### config.mk
export PLATFORM = sky130hd
export DESIGN_NAME = aes_ydata_pack
export DESIGN_NICKNAME = d
export VERILOG_FILES = /design/src/rtl/aes_ydata_pack.sv
export SDC_FILE = /design/constraint.sdc
export NUM_CORES = 1
export LEC_CHECK = 0
export CORE_AREA = 10 10 151 153
export DETAILED_ROUTE_END_ITERATION = 8
export DIE_AREA = 0 0 161 163
export MAX_ROUTING_LAYER = met4
export PLACE_DENSITY = 0.85
export RECOVER_POWER = 50
export SETUP_SLACK_MARGIN = 0.3
export SYNTH_ARGS = -nofsm -noshare
export SYNTH_HDL_FRONTEND = slang
export SYNTH_SLANG_ARGS = --single-unit
### constraint.sdc
create_clock -name clk -period 2.3 [get_ports clk]
set_clock_uncertainty 0.05 [all_clocks]
set_input_delay 0.46 -clock clk [delete_from_list [all_inputs] [get_ports clk]]
set_output_delay 0.46 -clock clk [all_outputs]
set_load 0.02 [all_outputs]
### src/rtl/aes_ydata_pack.sv
// Byte-stream to block packer: collects 4*Nb AES state bytes, first byte in the MSB,
// and presents the assembled block behind a valid/ready output register.
module aes_ydata_pack #(
   parameter int Nb = 4
) (
   input  logic                       clk,
   input  logic                       rst,
   input  logic                       clear,
   input  logic                       in_valid,
   output logic                       in_ready,
   input  logic [7:0]                 in_byte,
   output logic                       out_valid,
   input  logic                       out_ready,
   output logic [32*Nb-1:0]           data_out,
   output logic [$clog2(4*Nb)-1:0]    fill
);

   localparam int NBYTES = 4*Nb;
   localparam int W      = 32*Nb;
   localparam int FW     = $clog2(NBYTES);
   localparam logic [FW-1:0] LAST = FW'(NBYTES-1);

   logic [W-1:0] acc;
   logic         accept;
   logic         drain;
   logic         last;

   // Only the closing byte needs a free output register; earlier bytes go to acc.
   assign in_ready = !clear && (fill != LAST || !out_valid || out_ready);
   assign accept   = in_valid && in_ready;
   assign drain    = out_valid && out_ready;
   assign last     = accept && (fill == LAST);

   always_ff @(posedge clk) begin
      if (!rst) begin
         fill      <= '0;
         acc       <= '0;
         out_valid <= 1'b0;
         data_out  <= '0;
      end else begin
         if (clear) begin
            fill <= '0;
            acc  <= '0;
         end else if (last) begin
            data_out  <= {acc[W-1:8], in_byte};
            out_valid <= 1'b1;
            fill      <= '0;
            acc       <= '0;
         end else if (accept) begin
            for (int k = 0; k < NBYTES-1; k++) begin
               if (fill == FW'(k)) acc[W-1-8*k -: 8] <= in_byte;
            end
            fill <= fill + FW'(1);
         end
         if (drain && !last) out_valid <= 1'b0;
      end
   end

endmodule

==> results by group <==
Synth
  – Cells after Synth: ~1.2k
  – Count of cell types in the netlist: 33
  – Number of synthesized flops with an enable pin: 0
  – Avg Synthesized Cell Area: 8.61 um^2
  – Area leader, netlist: dfxtp_1
  – Area share of the largest cell type after synthesis: between 40% and 50%
  – Synth cell count leaders: a21oi_1, dfxtp_1, nand4_1, o31ai_1, nand3_1
  – Register area share after synthesis: ~48%
  – Syn Std Cell Area: ~0.011 mm^2
  – #FFs+latches synth: roughly 250
  – Most frequent cell after synthesis: a21oi_1
  – Synth Warn #: 0
  – Synth top area cells: dfxtp_1, a21oi_1, o31ai_1
  – Main synth FF type: dfxtp_1
  – Share of synthesized flip-flops with an asynchronous set or reset: 0%
  – Mapped Nets: 1254

Worst setup path
  – CP Cell Sequence: nand2_2 > buf_12 > o31ai_1 > a21oi_1
  – Critical Setup Path Class: register to register
  – Largest delay contributor family on the critical path: compound AO/OA/AOI/OAI gates
  – RR Startpoint: fill[3]
  – Worst path required time: roughly 2.7 ns
  – Worst path slowest cell: dfxtp_1
  – Buf/Inv on CP: 1
  – CP startpoint: fill[3]
  – Crit path max fanout: between 100 and 150
  – Crit start category: register
  – Critical Path End Type: register
  – CP max stage delay: just over 0.5 ns
  – WP data arrival: between 2 and 3 ns

CTS
  – CTS Hold Bufs: 0
  – Number of buffers created by CTS: 25
  – Max Root-Sink Buffers: 3
  – CTS tree: yes
  – CTS Root Cell: clkbuf_16
  – Htree depth: 1
  – Clock insertion delay at the later pin of the skew report: 0.52 ns
  – Clock transition at path regs: approximately 0.060 ns
  – CTS sink count: ~250

Power
  – Switching power: around 1.8 mW
  – Clock Power Share: about 47%
  – Combinational share of power: under 10%
  – Sw Share: 21.0%
  – VDD IR-drop max: a little over 0.6 mV
  – Pwr dens: 700 mW/mm^2
  – Leakage: around 3.8 nW
  – Register share of total power: just over 50%
  – Internal power: ~6.9 mW

Outcome
  – Outcome: finished, final reports clean

STA
  – Final setup viols: 0
  – Slew HR: around 53%
  – Crit share post-route: between 90% and 100%
  – Worst Tran Pin Value: about 0.70 ns
  – Pins Over Slew Limit: 0
  – Post-route minimum period: between 2 and 2.5 ns
  – RSZ-0062 raised after global routing: yes
  – Max Clock Freq: 0.456 GHz
  – Final hold violations: 0

Min path
  – Hold Crit Start: acc[67]
  – Hold WC Path Type: register to register

Route
  – Via-per-instance ratio: 6.63
  – WL/cell: 21.0 um
  – Post-Route WL: roughly 33 mm
  – Post-route ant nets: 0
  – Initial DRC Count: 1277
  – First-pass iteration count of the detailed router: 5
  – DRC: 0
  – Vias: about 10k

Floorplanning
  – Die X: approximately 160 um
  – Io pins: 147
  – Num rows: 52
  – Core footprint: between 0.015 and 0.02 mm^2
  – Die area: ~0.026 mm^2
  – Starting Density: 53.5%
  – Die outline height: ~160 um

Placement
  – Dpl cell area: 0.0122 mm^2
  – Final GP Congestion: around 0.84
  – Detailed Place HPWL: approximately 19 mm
  – Placed Cells: about 1.5k
  – I/O Buffers: approximately 150

Global route
  – GRT Total Usage: 23.4%
  – Initial antenna violation count: 0
  – Met3 Use GR: 4.07%
  – GRT overflow: 0
  – Number of global-route vias before repair: roughly 9.5k
  – First-pass GRT wire length: roughly 50 mm
  – Largest net degree at the start of global routing: 132
  – GR peak layer: met2
  – Met2 usage: 35.8%
  – Met1 usage: just over 30%

Cells and area
  – Area Overhead vs Synth: 17.0%
  – Diodes inserted: 0
  – Final nets: about 1.3k
  – Layout cells sized above 1: about 9.2%
  – Non-filler instance count after layout: about 1.6k
  – Fin area: 0.0125 mm^2

Job
  – Max_cap viols: 0
==> cell usage in the layout (no fill, tap or decap), drive strengths merged, types with 3 or more instances in the layout <==
cell,count
a21oi,254
clkbuf,127
dfxtp,253
o31ai,153
o21ai,96
nand2b,4
buf,65
nand3,97
nor2b,4
nand3b,5
nand2,3
nand4,152
ha,4
dlygate4sd2,22
and3b,5
bufinv,3
clkdlybuf4s50,29
clkinv,3
inv,4
==> flip-flops by register name, indices dropped and copies added, names as in the netlist <==
register   cells
data_out     128
fill           4
acc          120
out_valid      1
==> cell families (layout without fill, tap and decap cells) <==
logic type / after synthesis / in the layout / share of synthesized area, %
adders and majority gates: 4 / 4 / 0.470
and+or+nand+nor: 277 / 278 / 15.3
muxes: 1 / 1 / 0.0940
DFF: 253 / 253 / 47.6
buffers and inverters: 194 / 254 / 8.86
AOI/OAI and AO/OA: 508 / 508 / 27.8
==> worst reg2reg max path: stages, from the launching register on <==
cell and delay, ns:
dfxtp_1 0.51, nand2_2 0.40, buf_12 0.34, o31ai_1 0.64, a21oi_1 0.13
==> power groups by stage <==
stage	Clock (mW)	Combinational, mW	Sequential (mW)
final	4.08	0.257	4.39
after global routing	4.30	0.265	4.38
after CTS	4.11	0.244	4.39
after detailed placement	0	0.244	4.49
after global placement	0	0.241	4.49
after floorplan	0	0.141	4.49
==> repair_timing <==
action                     in CTS  in global routing
setup buffers                   0                 10
cloned                          1                  0
pin swaps                       1                  3
setup endpoints to repair      24                111
gates resized for setup        27                102
==> metal layers <==
| metal | wire length (um) | vias up |
|---|---|---|
| li1 | - | 4756 |
| met1 | 13700 | 5002 |
| met2 | 15400 | 546 |
| met3 | 2840 | 95 |
| met4 | 905 | 0 |
| met5 | 0 | - |
==> worst paths after layout <==
kind / depth (start not counted) / to / slack (ns)
hold reg to reg: 2 / data_out[67] / 0.41
setup / recovery: 4 / acc[28] / 0.11
hold / removal: 2 / data_out[67] / 0.41
setup reg to reg: 4 / acc[28] / 0.11
==> metrics by stage <==
| step | hold WS [ns] | utilization (%) | total power [mW] | worst slack, ns | setup TNS, ns |
|---|---|---|---|---|---|
| after CTS | 0.417 | 65.1 | 8.74 | 0.0626 | 0 |
| after detailed placement | 0.409 | 61.1 | 4.73 | -0.00445 | -0.00865 |
| after global routing | 0.431 | 62.6 | 8.95 | 0.109 | 0 |
| after global placement | 0.402 | 61.1 | 4.73 | 0.0593 | 0 |
| after floorplan | 0.393 | - | 4.63 | 0.332 | 0 |
| final | 0.414 | 62.6 | 8.72 | 0.108 | 0 |
==> cell type report <==
cell class                      count  area, um^2
Fill cell                        1792        7450
Clock inverter                      6         105
Multi-Input combinational cell    791        4700
Inverter                            4        17.5
Clock buffer                       33         696
Tap cell                          270         338
Sequential cell                   253        5070
Timing Repair Buffer              211        1530
No activity file was read; power rests on OpenSTA's default activity.
